### src/rtl/watchdog_timer.sv
// Supervisory watchdog: counts cycles since the last heartbeat, raises a warning, then a timeout
// with a fixed-length force_reset pulse. Optional macro WDT_LATCH_EN makes triggered sticky until rst.
module watchdog_timer #(
    parameter int CNT_W              = 32,
    parameter int TIMEOUT_CYCLES     = 1000,
    parameter int WARN_CYCLES        = 750,
    parameter int RESET_PULSE_CYCLES = 16
) (
    input  logic             clk,
    input  logic             rst,
    input  logic             enable,
    input  logic             heartbeat,
    output logic             force_reset,
    output logic             warning,
    output logic             triggered,
    output logic [CNT_W-1:0] count
);

    localparam int PW = (RESET_PULSE_CYCLES > 1) ? $clog2(RESET_PULSE_CYCLES) : 1;
    localparam logic [CNT_W-1:0] TIMEOUT_C    = CNT_W'(TIMEOUT_CYCLES);
    localparam logic [CNT_W-1:0] TIMEOUT_M1_C = CNT_W'(TIMEOUT_CYCLES - 1);
    localparam logic [CNT_W-1:0] WARN_C       = CNT_W'(WARN_CYCLES);
    localparam logic [CNT_W-1:0] CNT_ONE_C    = CNT_W'(1);
    localparam logic [PW-1:0]    PULSE_LAST_C = PW'(RESET_PULSE_CYCLES - 1);
    localparam logic [PW-1:0]    PULSE_ONE_C  = PW'(1);

    logic [CNT_W-1:0] count_r;
    logic [CNT_W-1:0] count_nxt_s;
    logic             warning_r;
    logic             warning_nxt_s;
    logic             triggered_r;
    logic             triggered_nxt_s;
    logic             force_reset_r;
    logic             force_reset_nxt_s;
    logic [PW-1:0]    pulse_left_r;
    logic [PW-1:0]    pulse_left_nxt_s;
    logic             clear_s;
    logic             timeout_evt_s;
    logic             fire_s;

    // Timeout event: the count is about to reach TIMEOUT_CYCLES on this edge.
    always_comb begin
        clear_s       = !enable || heartbeat;
        timeout_evt_s = enable && !heartbeat && (count_r == TIMEOUT_M1_C);
`ifdef WDT_LATCH_EN
        fire_s        = timeout_evt_s && !triggered_r;
`else
        fire_s        = timeout_evt_s;
`endif
    end

    // Saturating cycles-since-heartbeat counter and warning flag.
    always_comb begin
        count_nxt_s   = count_r;
        warning_nxt_s = warning_r;
        if (clear_s) begin
            count_nxt_s   = {CNT_W{1'b0}};
            warning_nxt_s = 1'b0;
        end else begin
            if (count_r >= TIMEOUT_C) begin
                count_nxt_s = TIMEOUT_C;
            end else begin
                count_nxt_s = count_r + CNT_ONE_C;
            end
            if (count_nxt_s == WARN_C) begin
                warning_nxt_s = 1'b1;
            end else begin
                warning_nxt_s = warning_r;
            end
        end
    end

    // Triggered flag: set by a timeout, cleared by kick/disable unless latched.
    always_comb begin
        triggered_nxt_s = triggered_r;
`ifdef WDT_LATCH_EN
        if (timeout_evt_s) begin
            triggered_nxt_s = 1'b1;
        end else begin
            triggered_nxt_s = triggered_r;
        end
`else
        if (clear_s) begin
            triggered_nxt_s = 1'b0;
        end else if (timeout_evt_s) begin
            triggered_nxt_s = 1'b1;
        end else begin
            triggered_nxt_s = triggered_r;
        end
`endif
    end

    // Reset pulse generator; a heartbeat does not cut a running pulse short, a disable does.
    always_comb begin
        force_reset_nxt_s = 1'b0;
        pulse_left_nxt_s  = {PW{1'b0}};
        if (!enable) begin
            force_reset_nxt_s = 1'b0;
            pulse_left_nxt_s  = {PW{1'b0}};
        end else if (fire_s) begin
            force_reset_nxt_s = 1'b1;
            pulse_left_nxt_s  = PULSE_LAST_C;
        end else if (force_reset_r && (pulse_left_r != {PW{1'b0}})) begin
            force_reset_nxt_s = 1'b1;
            pulse_left_nxt_s  = pulse_left_r - PULSE_ONE_C;
        end else begin
            force_reset_nxt_s = 1'b0;
            pulse_left_nxt_s  = {PW{1'b0}};
        end
    end

    // State registers with synchronous reset.
    always_ff @(posedge clk) begin
        if (rst) begin
            count_r       <= {CNT_W{1'b0}};
            warning_r     <= 1'b0;
            triggered_r   <= 1'b0;
            force_reset_r <= 1'b0;
            pulse_left_r  <= {PW{1'b0}};
        end else begin
            count_r       <= count_nxt_s;
            warning_r     <= warning_nxt_s;
            triggered_r   <= triggered_nxt_s;
            force_reset_r <= force_reset_nxt_s;
            pulse_left_r  <= pulse_left_nxt_s;
        end
    end

    assign count       = count_r;
    assign warning     = warning_r;
    assign triggered   = triggered_r;
    assign force_reset = force_reset_r;

endmodule

### config.mk
export PLATFORM = sky130hd
export DESIGN_NAME = watchdog_timer
export DESIGN_NICKNAME = d
export VERILOG_FILES = /design/src/rtl/watchdog_timer.sv
export SDC_FILE = /design/constraint.sdc
export NUM_CORES = 1
export LEC_CHECK = 0
export CAP_MARGIN = 20
export CELL_PAD_IN_SITES_DETAIL_PLACEMENT = 1
export CELL_PAD_IN_SITES_GLOBAL_PLACEMENT = 2
export CORE_MARGIN = 2
export CORE_UTILIZATION = 31
export DETAILED_ROUTE_END_ITERATION = 10
export DONT_BUFFER_PORTS = 1
export PLACE_DENSITY = 0.76
export SYNTH_ARGS = -nofsm -noshare
export SYNTH_HDL_FRONTEND = slang
export SYNTH_SLANG_ARGS = --single-unit
export TNS_END_PERCENT = 50
### constraint.sdc
create_clock -name clk -period 1.3 [get_ports clk]
set_input_delay 0.26 -clock clk [delete_from_list [all_inputs] [get_ports clk]]
set_output_delay 0.26 -clock clk [all_outputs]
set_load 0.02 [all_outputs]
---- Yosys cells after proc, flatten, opt, wreduce, memory -nomap -nowiden ----
Cells that the tools add are included.
W data, S select, Z words.
storage, ports and cells
  logic and storage cells ................. 26
  input bits .............................. 4
  register bits after elaboration ......... 39
cells by class
  equal/unequal tests ..................... 2
  multiplexer cells ....................... 6
  reduce and logical (&&, ||, !) cells .... 9
  bitwise gates (word level) .............. 1
  magnitude comparators ................... 1
  $add $sub $neg .......................... 2
operator list
  operator                 count
  $eq A32 B10 Y1 const B   2
  $mux W32                 2
  $add A32 B1 Y32 const B  1
  $ge A32 B10 Y1 const B   1
  $mux W4                  2
  $reduce_bool A4 Y1       1
  $reduce_or A2 Y1         2
  $sub A4 B1 Y4 const B    1
  $logic_and A1 B1 Y1      3
  $logic_not A1 Y1         2
  $mux W1                  2
  $logic_or A1 B1 Y1       1
  $not A1 Y1               1

---- Logic depth before layout (Yosys ltp) ----
  depth in word-level cells ............... 4
  mapped depth ............................ 6
  depth with buffers taken out ............ 6

---- Least setup slack after synthesis ----
No wires, ideal clock.
  kind .................................... reg-to-reg
  from .................................... register count_r[0], in the netlist count[0]
  to ...................................... register warning_r, in the netlist warning
  setup time .............................. 69 ps
  period minus slack after synthesis ...... 1554 ps
  slack ................................... -254 ps
  stages on the path, launching flop included .. 7
  arrival ................................. 1485 ps
  cells stage by stage .................... dfxtp_1 ha_1 nand4_1 nor3_1 xnor2_1 nand4_1 o21ai_1
between the ends
  longest elaborated chain between the ends .. 4
  elaborated cells on any way between the ends .. 5
  classes of those cells .................. add/sub: 1; order compare: 1; eq/ne: 1; mux: 2
ends and longest elaborated chain
  element                                            RTL line  source
  start: declaration                                 27        logic [CNT_W-1:0] count_r;
  start signal: assignment                           115       count_r <= {CNT_W{1'b0}};
  start signal: assignment                           121       count_r <= count_nxt_s;
  $add A32 B1 Y32 or $ge A32 B10 Y1 (tied branches)  63, 60
  $mux W32 (*)                                       60        if (count_r >= TIMEOUT_C) begin
  $mux W32 (*)                                       56        if (clear_s) begin
  $eq A32 B10 Y1 (*)                                 65        if (count_nxt_s == WARN_C) begin
  end signal: assignment                             122       warning_r <= warning_nxt_s;
  end: declaration                                   29        logic warning_r;
Every way passes the cells marked *; elsewhere a longest branch is shown, timed or not. The select of a mux whose other input is x is not followed.
A chain may end at the register's enable or synchronous reset.

---- Worst setup path after layout ----
Same ends and word-level chain as after synthesis.

==> run_results.csv <==
group,metric,value,unit
clock_network,clk-insertion-delay-late,0.29,ns
final_layout,area_growth_syn_to_layout,53.22,%
final_layout,mostFrequentLayoutCells,"48 x buf_4, 22 x conb_1, 21 x dfxtp_1",
final_layout,area_taken_by_flip_flops_and_latches,810.8,sq um
sta,final_min_period_over_clock_period,111.4,%
run_status,failed_checks,"setup timing",
floorplanning,dieArea,4929,sq um
place,io_buffer_count,0,
synthesis,post-synth-top-area-cell,"dfxtp_1",
final_layout,post_route_cells_drive_above_1_share,46.60,%
worst_setup_path,slowest_delay,0.39,ns
grt,first_pass_grt_wire_length,5444,um
synthesis,synth-compound-area-share,6.998,%
synthesis,synth.yosys.warnings,0,
clock_network,cts_buffer_depth,2,
grt,grt_antenna_before_repair,0,
synthesis,syn-cell-area,1359,sq um
detailed_routing,detailedRoute.firstIterationViolations,32,
clock_network,hold_buffers_post_cts,0,
grt,pin_count_of_the_biggest_net_entering_global_routing,14,
sta,maxClockFrequency,690.3,MHz
synthesis,synth_top_family_by_area,"simple AND/OR/NAND/NOR gates",
clock_network,cts_made_buffers,5,
floorplanning,start_util,31.64,%
detailed_routing,routedWlPerCell,13.36,um
synthesis,synth_cell_types,29,
place,detailed_place_hpwl,2691,um
worst_setup_path,critical_path.slowest_cell,"dfxtp_4",
run_status,status,"complete, but fails checks",
synthesis,post_synth_main_area_contributors,"dfxtp_1 57%, a21oi_1 4.8%, xnor2_1 3.2%, xor2_1 3.2%, ha_1 2.8%",
sta,setup-tns-final,-1.585,ns
detailed_routing,detail_route.wirelength,3447,um
final_layout,antenna_cells_inserted,0,
worst_setup_path,crit_path_top_cell_by_count,"nand4_1",
floorplanning,die-height,70.21,um
synthesis,synth-simple-area-share,24.40,%
floorplanning,die-width,70.21,um
final_layout,multi_input_area,728.2,sq um
detailed_routing,detail-route-antenna-nets,0,
detailed_routing,avgViaCountPerCell,4.527,
sta,hold_violations,0,
clock_network,clk_transition_reported_paths,0.08,ns
worst_setup_path,cp_top_family,"simple AND/OR/NAND/NOR gates",
sta,hold_ws,0.2572,ns
final_layout,final_cell_area,2082,sq um
synthesis,syn-mean-instance-area,10.53,sq um
detailed_routing,drt_pre_antenna_iters,4,
grt,grt_pass1_vias,1187,
sta,layout_min_cycle_time,1.449,ns
synthesis,share_of_the_synthesized_netlist_area_taken_by_xor_and_xnor_gates,6.446,%
floorplanning,core,4294,sq um
worst_setup_path,timing.critical_path.arrival,1.68,ns
final_layout,fillCellCount,501,
clock_network,cts.sinks,39,
synthesis,ys_seq_elements,39,
synthesis,synthMuxAreaShare,0,%
power_and_ir_drop,irDropWorstVdd,0.7087,mV
synthesis,synth_top_cell_area_share,57.46,%
detailed_routing,remaining_drc_errors,0,
grt,globalRouteTotalUtil,14.32,%
detailed_routing,num_vias,1168,
power_and_ir_drop,p_leak,0.8406,nW
job,maxCapViolations,0,
sta,finalSetupViolCount,17,
worst_setup_path,crit_path_cell_trace,"ha_4, nand4_1, nor2_1, xnor2_1, nand4_1, o21ai_1",
sta,final_ws_setup,-0.1487,ns
worst_setup_path,timing.critical_path.from_type,"flip-flop",
power_and_ir_drop,power_per_cell_area,1092,nW/um^2
grt,gr-total-overflow,0,
synthesis,synth-seq-area-share,57.46,%
clock_network,cts_tree,"yes",
floorplanning,rows,24,
final_layout,mostFrequentLayoutCell,"buf_4",
worst_setup_path,timing.critical_path.to_type,"flip-flop",
sta,worst_clock_skew,0.006624,ns
place,finalWeightedCongestion,0.7191,
worst_setup_path,largest_driver_fanout_on_the_critical_path,5,
synthesis,postSynthCellCount,129,
clock_network,cts.htree.levels,2,
floorplanning,top_level_ports,39,
clock_network,ctsRootBufferMaster,"clkbuf_8",
sta,final-max-slew-violation-count,0,
place,detailed_place.area,1908,sq um
worst_setup_path,worstPathBufferInverterCount,0,
worst_setup_path,cp_required,1.53,ns
hold_path,class_of_the_tightest_hold_or_removal_check,"in -> reg",
synthesis,synth_fa_ha_area_share,2.762,%
final_layout,nNetsFinal,212,
worst_setup_path,timing_worst_setup_path_type,"reg -> reg",
sta,rsz0062_at_grt,"true",
==> where the power goes <==
| part | switching, W | leakage (nW) | internal (W) | total (W) |
|---|---|---|---|---|
| Clock | 0.000428 | 0.0445 | 0.000374 | 0.000802 |
| Sequential | 0.0000409 | 0.328 | 0.00124 | 0.00128 |
| Combinational | 0.000108 | 0.468 | 0.0000829 | 0.000191 |
| Total | 0.000577 | 0.841 | 0.00170 | 0.00227 |
==> final cells by class <==
class                           instances  area share [%]
Multi-Input combinational cell        105           34.98
Clock inverter                          3          0.9014
Inverter                                5          0.9014
Clock buffer                            5           3.305
Timing Repair Buffer                   49           17.85
Tap cell                               52           3.125
Sequential cell                        39           38.94
==> synthesized netlist by cell type <==
master    count
o21ai_1       1
xor2_1        5
nor3_2        1
nor3b_1       1
nand2_1       8
nor4_1        3
and4b_1       1
o21ai_0       2
or3b_2        1
conb_1        1
ha_1          3
nor2_1        9
nor4_4        1
nor3_1        4
and3_1        2
nor3_4        1
nand2b_1      5
nand4_1       4
o211ai_1      1
inv_1         5
nand4_2       1
nand3_1       6
nor4_2        3
a21o_1        1
or2_2         1
xnor2_1       5
clkbuf_1      1
dfxtp_1      39
a21oi_1      13
==> layer usage <==
| metal | track usage [%] | wire length [um] | up-vias |
|---|---|---|---|
| met5 | 0 | 0 | - |
| met4 | 6.197 | 32 | 0 |
| met3 | 6.205 | 231 | 4 |
| met2 | 24.02 | 1759 | 33 |
| met1 | 15.71 | 1423 | 557 |
| li1 | - | - | 574 |
==> per-stage QoR <==
stage                     utilization (%)  std cells  power (W)  setup WS, ns
after floorplan                         -        150   0.001392      -0.04253
after global placement              44.43        247   0.001482       -0.2483
after detailed placement            44.43        247   0.001488       -0.2564
after CTS                           47.35        257   0.002283       -0.2218
after global routing                48.48        258   0.002387       -0.2364
final                               48.48        258   0.002273       -0.1487
==> registers in the layout, summed over array words and instances, names as in the netlist <==
name / count
count: 32
pulse_left_r: 4
force_reset: 1
triggered: 1
warning: 1
==> logic make-up (layout without fill, tap and decap cells) <==
group                    after synthesis  after routing
other                                  1             22
AO/OA/AOI/OAI                         18             18
flip-flops                            39             39
XOR/XNOR                              10             10
buffers and inverters                  6             62
AND/OR/NAND/NOR                       52             52
adder cells (fa/ha/maj)                3              3
==> worst paths after layout <==
| check | slack (ns) | cells past startpoint | endpoint | startpoint |
|---|---|---|---|---|
| worst max-delay path | -0.15 | 6 | warning | count[0] |
| worst min-delay path | 0.26 | 2 | count[3] | rst |
| worst max register to register | -0.15 | 6 | warning | count[0] |
| worst min register to register | 0.47 | 1 | count[0] | count[0] |
==> timing repair <==
item / CTS / global route
buffers inserted: 2 / 1
pin swaps: 8 / 7
resized for setup: 4 / 11
endpoints found under the setup margin: 16 / 17
Note: power is estimated with default switching activity, not from simulation.
